### src/rtl/cache_trace_pkg.sv
// ============================================================================
// Module      : cache_trace_pkg
// Description : Shared types and defaults for the cache trace driver.
// Revision    : 1.0 - initial release
// ============================================================================
`default_nettype none

package cache_trace_pkg;

    localparam int ADDR_W_DEF  = 48;
    localparam int CNT_W_DEF   = 12;
    localparam int ENTRY_W_DEF = ADDR_W_DEF + 1;

    typedef enum logic [1:0] {
        ST_IDLE  = 2'd0,
        ST_ISSUE = 2'd1,
        ST_GAP   = 2'd2,
        ST_DONE  = 2'd3
    } state_t;

endpackage

`default_nettype wire

### src/rtl/cache_trace_driver_trace_buffer.sv
// ============================================================================
// Module      : trace_buffer
// Description : Trace storage, one synchronous write port, one async read port.
// Revision    : 1.0 - initial release
// ============================================================================
`default_nettype none

module trace_buffer #(
    parameter int DEPTH   = 64,
    parameter int PTR_W   = 6,
    parameter int ENTRY_W = 49
) (
    input  logic               clk,
    input  logic               i_wr_en,
    input  logic [PTR_W-1:0]   i_wr_ptr,
    input  logic [ENTRY_W-1:0] i_wr_data,
    input  logic [PTR_W-1:0]   i_rd_ptr,
    output logic [ENTRY_W-1:0] o_rd_data
);

    logic [ENTRY_W-1:0] r_mem [DEPTH];

    always_ff @(posedge clk) begin
        if (i_wr_en) begin
            r_mem[i_wr_ptr] <= i_wr_data;
        end
    end

    assign o_rd_data = r_mem[i_rd_ptr];

endmodule

`default_nettype wire

### src/rtl/cache_trace_driver.sv
// ============================================================================
// Module      : cache_trace_driver
// Description : Loads an address trace and replays it as paced cache requests.
// Revision    : 1.0 - initial release
// ============================================================================
`default_nettype none

module cache_trace_driver
    import cache_trace_pkg::*;
#(
    parameter int ADDR_W = ADDR_W_DEF,
    parameter int DEPTH  = 64,
    parameter int PTR_W  = 6,
    parameter int CNT_W  = CNT_W_DEF
) (
    input  logic              clk,
    input  logic              rst,
    input  logic              i_load_en,
    input  logic [ADDR_W-1:0] i_load_addr,
    input  logic              i_load_rw,
    input  logic              i_clear,
    input  logic              i_start,
    input  logic              i_loop,
    input  logic [7:0]        i_gap_cycles,
    output logic              o_req_valid,
    output logic [ADDR_W-1:0] o_req_addr,
    output logic              o_req_rw,
    input  logic              i_req_ready,
    output logic              o_busy,
    output logic              o_done,
    output logic              o_full,
    output logic [PTR_W:0]    o_entry_count,
    output logic [CNT_W-1:0]  o_issued_count
);

    localparam int             c_ENTRY_W  = ADDR_W + 1;
    localparam logic [PTR_W:0] c_FULL_CNT = (PTR_W+1)'(DEPTH);

    state_t              r_state;
    state_t              w_state_nxt;
    logic [PTR_W-1:0]    r_wptr;
    logic [PTR_W-1:0]    r_rptr;
    logic [PTR_W-1:0]    w_rptr_nxt;
    logic [PTR_W:0]      r_entry_count;
    logic [CNT_W-1:0]    r_issued;
    logic [ADDR_W-1:0]   r_req_addr;
    logic                r_req_rw;
    logic                r_loop;
    logic [7:0]          r_gap;
    logic [7:0]          r_gap_cnt;
    logic                r_abort_pend;
    logic                r_trace_end;
    logic [c_ENTRY_W-1:0] w_rd_data;

    logic w_idle;
    logic w_full;
    logic w_load;
    logic w_start;
    logic w_hs;
    logic w_last;
    logic w_req_load;

    assign w_idle     = (r_state == ST_IDLE);
    assign w_full     = (r_entry_count == c_FULL_CNT);
    assign w_load     = w_idle & i_load_en & ~i_clear & ~w_full;
    assign w_start    = w_idle & i_start;
    assign w_hs       = (r_state == ST_ISSUE) & i_req_ready;
    assign w_last     = ({1'b0, r_rptr} == (r_entry_count - 1'b1));
    assign w_req_load = w_start | w_hs;

    trace_buffer #(
        .DEPTH   (DEPTH),
        .PTR_W   (PTR_W),
        .ENTRY_W (c_ENTRY_W)
    ) u_buf (
        .clk       (clk),
        .i_wr_en   (w_load),
        .i_wr_ptr  (r_wptr),
        .i_wr_data ({i_load_rw, i_load_addr}),
        .i_rd_ptr  (w_rptr_nxt),
        .o_rd_data (w_rd_data)
    );

    // The buffer is read at the pointer value about to be committed, so the
    // request register always holds the entry the read pointer will name.
    always_comb begin
        w_rptr_nxt = r_rptr;
        if (w_start) begin
            w_rptr_nxt = '0;
        end else if (w_hs) begin
            w_rptr_nxt = (w_last & r_loop) ? '0 : r_rptr + 1'b1;
        end
    end

    always_comb begin
        w_state_nxt = r_state;
        case (r_state)
            ST_IDLE: begin
                if (i_start) begin
                    w_state_nxt = (i_clear || r_entry_count == '0) ? ST_DONE : ST_ISSUE;
                end
            end
            ST_ISSUE: begin
                if (w_hs) begin
                    if (r_abort_pend | i_clear) begin
                        w_state_nxt = ST_DONE;
                    end else if (r_gap != 8'd0) begin
                        w_state_nxt = ST_GAP;
                    end else if (w_last & ~r_loop) begin
                        w_state_nxt = ST_DONE;
                    end
                end
            end
            ST_GAP: begin
                if (i_clear) begin
                    w_state_nxt = ST_DONE;
                end else if (r_gap_cnt == 8'd1) begin
                    w_state_nxt = r_trace_end ? ST_DONE : ST_ISSUE;
                end
            end
            ST_DONE: w_state_nxt = ST_IDLE;
            default: w_state_nxt = ST_IDLE;
        endcase
    end

    always_ff @(posedge clk or posedge rst) begin
        if (rst) begin
            r_state       <= ST_IDLE;
            r_wptr        <= '0;
            r_rptr        <= '0;
            r_entry_count <= '0;
            r_issued      <= '0;
            r_req_addr    <= '0;
            r_req_rw      <= 1'b0;
            r_loop        <= 1'b0;
            r_gap         <= 8'd0;
            r_gap_cnt     <= 8'd0;
            r_abort_pend  <= 1'b0;
            r_trace_end   <= 1'b0;
        end else begin
            r_state <= w_state_nxt;
            r_rptr  <= w_rptr_nxt;

            if (w_idle & i_clear) begin
                r_wptr        <= '0;
                r_entry_count <= '0;
            end else if (w_load) begin
                r_wptr        <= r_wptr + 1'b1;
                r_entry_count <= r_entry_count + 1'b1;
            end

            if (w_idle & (i_clear | i_start)) begin
                r_issued <= '0;
            end else if (w_hs && r_issued != '1) begin
                r_issued <= r_issued + 1'b1;
            end

            if (w_start) begin
                r_loop      <= i_loop;
                r_gap       <= i_gap_cycles;
                r_trace_end <= 1'b0;
            end

            if (w_req_load) begin
                {r_req_rw, r_req_addr} <= w_rd_data;
            end

            if (w_hs) begin
                r_gap_cnt   <= r_gap;
                r_trace_end <= w_last & ~r_loop;
            end else if (r_state == ST_GAP) begin
                r_gap_cnt <= r_gap_cnt - 1'b1;
            end

            if (r_state == ST_DONE) begin
                r_abort_pend <= 1'b0;
            end else if ((r_state == ST_ISSUE) & i_clear) begin
                r_abort_pend <= 1'b1;
            end
        end
    end

    assign o_req_valid    = (r_state == ST_ISSUE);
    assign o_req_addr     = r_req_addr;
    assign o_req_rw       = r_req_rw;
    assign o_busy         = ~w_idle;
    assign o_done         = (r_state == ST_DONE);
    assign o_full         = w_full;
    assign o_entry_count  = r_entry_count;
    assign o_issued_count = r_issued;

endmodule

`default_nettype wire

### config.mk
export PLATFORM = sky130hd
export DESIGN_NAME = cache_trace_driver
export DESIGN_NICKNAME = d
export VERILOG_FILES = /design/src/rtl/cache_trace_pkg.sv /design/src/rtl/cache_trace_driver_trace_buffer.sv /design/src/rtl/cache_trace_driver.sv
export SDC_FILE = /design/constraint.sdc
export NUM_CORES = 2
export LEC_CHECK = 0
export BUFFER_PORTS_ARGS = -buffer_cell sky130_fd_sc_hd__buf_4
export CORE_AREA = 5 5 570 572
export CTS_BUF_LIST = sky130_fd_sc_hd__clkbuf_4
export DETAILED_ROUTE_END_ITERATION = 8
export DIE_AREA = 0 0 575 577
export MAX_ROUTING_LAYER = met4
export PLACE_DENSITY_LB_ADDON = 0.12
export SLEW_MARGIN = 20
export SYNTH_ARGS = -nofsm -noshare
export SYNTH_HDL_FRONTEND = slang
export SYNTH_SLANG_ARGS = --single-unit
### constraint.sdc
create_clock -name clk -period 6.09 [get_ports clk]
set_input_delay 0.609 -clock clk [delete_from_list [all_inputs] [get_ports clk]]
set_output_delay 0.609 -clock clk [all_outputs]
set_load 0.02 [all_outputs]
==> out/metrics.yaml <==
seq_power_share_pct: 33.7
grt_use_total_pct: 35.1
layout_common_cells: "edfxtp_1 (3136), nand2_1 (1572), clkbuf_4 (1319)"
seq_area_frac_synth_pct: 76.0
initial_core_util_pct: 39.8
gr-total-overflow: 0
die_h_um: 577
p_sw_share_pct: 43.0
comb_power_share_pct: 40.5
clockBufferDepth: 4
synthMuxAreaShare_pct: 2.73
post_cts_buffers: 0
post-route-util_pct: 46.6
area_growth_syn_to_layout_pct: 17.0
die_w_um: 575
final_layout_size_suffix_gt1_share_pct: 21.4
synth_xor_area_share_pct: 0.231
total_leakage_power_uw: 0.0506
first_pass_iters: 9
vias: 93200
worstHoldStart: "i_load_addr[28]"
worst-path-max-fanout: 18
slew_headroom_pct: 15.5
yosys.area_share.simple_pct: 8.83
p_clk_share_pct: 25.8
r2r_cells: 15
finalHoldViolCount: 0
power.internal_uw: 42600
mostFrequentLayoutCell: "edfxtp_1"
critPathRequiredTime_ns: 7.73
finalSetupTns_ns: 0
min_path_cells: 2
drt_iter0_markers: 17000
synthFlopType: "edfxtp_1"
first_global_vias: 86400
cts_made_buffers: 836
synth.distinct_cells: 102
dieArea_mm2: 0.332
dpl.hpwl_mm: 320
cts_resized: 0
synthesis.area_mm2: 0.127
synth_area_per_cell_um2: 14.6
endpoint_kind: "flip-flop"
rrSetupSlack_ns: 0.78
synth-edff-count: 3136
core_mm2: 0.320
ys_warn_count: 0
layout.nets: 9721
h-tree-depth: 6
synthAdderAreaFrac_pct: 0.0787
hold_path.class: "in2reg"
port_buffers: 135
ys_seq_elements: 3237
routedWlPerCell_um: 40.1
rsz0062_at_grt: "no"
syn_inst: 8699
drc: 0
gp_congestion: 0.908
whs_endpoint: "u_buf.r_mem[59][28]"
fmax_mhz: 188
setup_viol: 0
r2r_start: "o_entry_count[0]"
routed_wl_mm: 583
synth_top_family_by_area: "compound AO/OA/AOI/OAI gates"
synth_compound_area_share_pct: 9.86
p_switching_uw: 32200
syn_nets: 8771
worst_pin_slew_ns: 1.26
power_density_mw_per_mm2: 503
vdd.ir_drop.worst_uv: 731
vias_per_cell: 6.41
root_buffer: "clkbuf_4"
r2r-end: "o_req_rw"
cts.clk_slew.worst_paths_ns: 0.07
critical_path_class: "reg2reg"
skew_ns: 0.119
fin_crit_sh_pct: 87.1
antenna_left: 0
grt_pass1_wl_mm: 772
layout_min_cycle_time_ns: 5.31
antenna_found_initial: 64
cts_tree: "built"
status: "completed"
boundaryPins: 136
slew_violations: 0
grt_max_degree: 117
cts.sinks: 3237
rows: 208
async_reset_ff_share_pct: 3.12
critPathLaunchType: "flip-flop"
arrival_ns: 6.95
insertion_delay_ns: 1.71
p_total_uw: 74800
cap_violations: 0
worst max-delay path: stages, from the launching register on:
cell and delay (ns):
dfrtp_1 0.51, inv_1 0.14, ha_1 0.25, nor3b_2 0.18, a211oi_1 0.35, or4_1 0.83, buf_4 0.34, o21ai_4 0.10
inv_4 0.47, buf_4 0.42, nand2_2 0.10, buf_4 0.30, o32ai_1 0.86, a311oi_1 0.11, nand4_1 0.13, and4b_1 0.19
metrics by stage:
| step | hold slack (ns) | worst slack [ns] | std cells | cell area [um2] |
|---|---|---|---|---|
| 2_1_floorplan | 0.459 | 1.27 | 8699 | 127000 |
| 3_3_place_gp | 0.489 | 0.982 | 12900 | 136000 |
| 3_5_place_dp | 0.503 | 1.02 | 12900 | 136000 |
| 4_1_cts | 0.00339 | 1.02 | 14500 | 149000 |
| 5_1_grt | 0.101 | 0.751 | 14500 | 149000 |
| 6_report | 0.0848 | 0.784 | 14600 | 149000 |
cell families after synthesis:
kind of cell	count (synthesis)
adder cells (fa/ha/maj)	8
AO/OA/AOI/OAI	1845
buffers and inverters	603
flip-flops	3237
AND/OR/NAND/NOR	2639
multiplexers	335
XOR/XNOR	32
worst max-delay path by stage:
stage / from / endpoint / slack, ns / cells past startpoint
floorplan: o_entry_count[0] / u_buf.r_mem[58][0] / 1.27 / 10
global placement: o_entry_count[0] / o_req_addr[2] / 0.98 / 13
detailed placement: o_entry_count[0] / o_req_addr[2] / 1.02 / 13
CTS: o_entry_count[0] / o_req_addr[47] / 1.02 / 13
global route: o_entry_count[0] / o_req_addr[47] / 0.75 / 13
finish: o_entry_count[0] / o_req_rw / 0.78 / 15
cells in the mapped netlist (31+ instances only):
cell type | n | share of area (%)
mux2i_1 | 263 | 2.1
a32oi_1 | 31 | 0.21
o211ai_1 | 49 | 0.29
a21oi_1 | 392 | 1.5
and3_1 | 60 | 0.30
a22oi_1 | 44 | 0.26
edfxtp_1 | 3136 | 74
clkbuf_1 | 166 | 0.49
a221o_1 | 34 | 0.27
a221oi_1 | 63 | 0.43
o221ai_1 | 109 | 0.75
buf_2 | 337 | 1.3
mux2_2 | 68 | 0.60
o21ai_0 | 327 | 1.3
nor2_1 | 336 | 0.99
nand3_1 | 389 | 1.5
nor3_1 | 82 | 0.32
dfrtp_1 | 101 | 2.0
nand4_1 | 39 | 0.19
a31oi_1 | 198 | 0.97
nor4_1 | 49 | 0.24
a211oi_1 | 77 | 0.45
o22ai_1 | 157 | 0.77
nand2_1 | 1581 | 4.7
buf_1 | 40 | 0.12
area by class of cell:
type | count | area (um2)
repair buffers | 695 | 7240
flip-flops and latches | 3237 | 96700
diodes | 48 | 120
clock inverters | 172 | 965
multi-input cells | 4859 | 28500
clock buffers | 1319 | 9900
inverters | 20 | 105
fillers | 28600 | 171000
well taps | 4200 | 5260
layer usage:
metal,up-vias,track usage (%),routed length (um)
li1,36200,-,-
met1,47900,46.8,222000
met2,7657,49.9,251000
met3,1422,9.62,77900
met4,0,16.6,31500
met5,-,-,0
sequential cells by signal, indices dropped and copies added (netlist names), 6 cells and up:
register,cells
u_buf.r_mem,3136
o_req_addr,48
o_issued_count,12
r_gap,8
r_gap_cnt,8
o_entry_count,7
r_rptr,6
r_wptr,6
power groups by stage:
stage	Combinational, uW	Sequential (uW)	Clock [uW]
2_1_floorplan	14800	25500	0
3_3_place_gp	29100	25700	0
3_5_place_dp	29100	25700	0
4_1_cts	29400	25200	19500
5_1_grt	30900	25300	20700
6_report	30300	25300	19300
what timing repair did:
item	CTS	global route
setup endpoints to repair	0	0
endpoints found under the hold margin	3285	0
hold buffers	134	0
(Power assumes the default switching activity.)
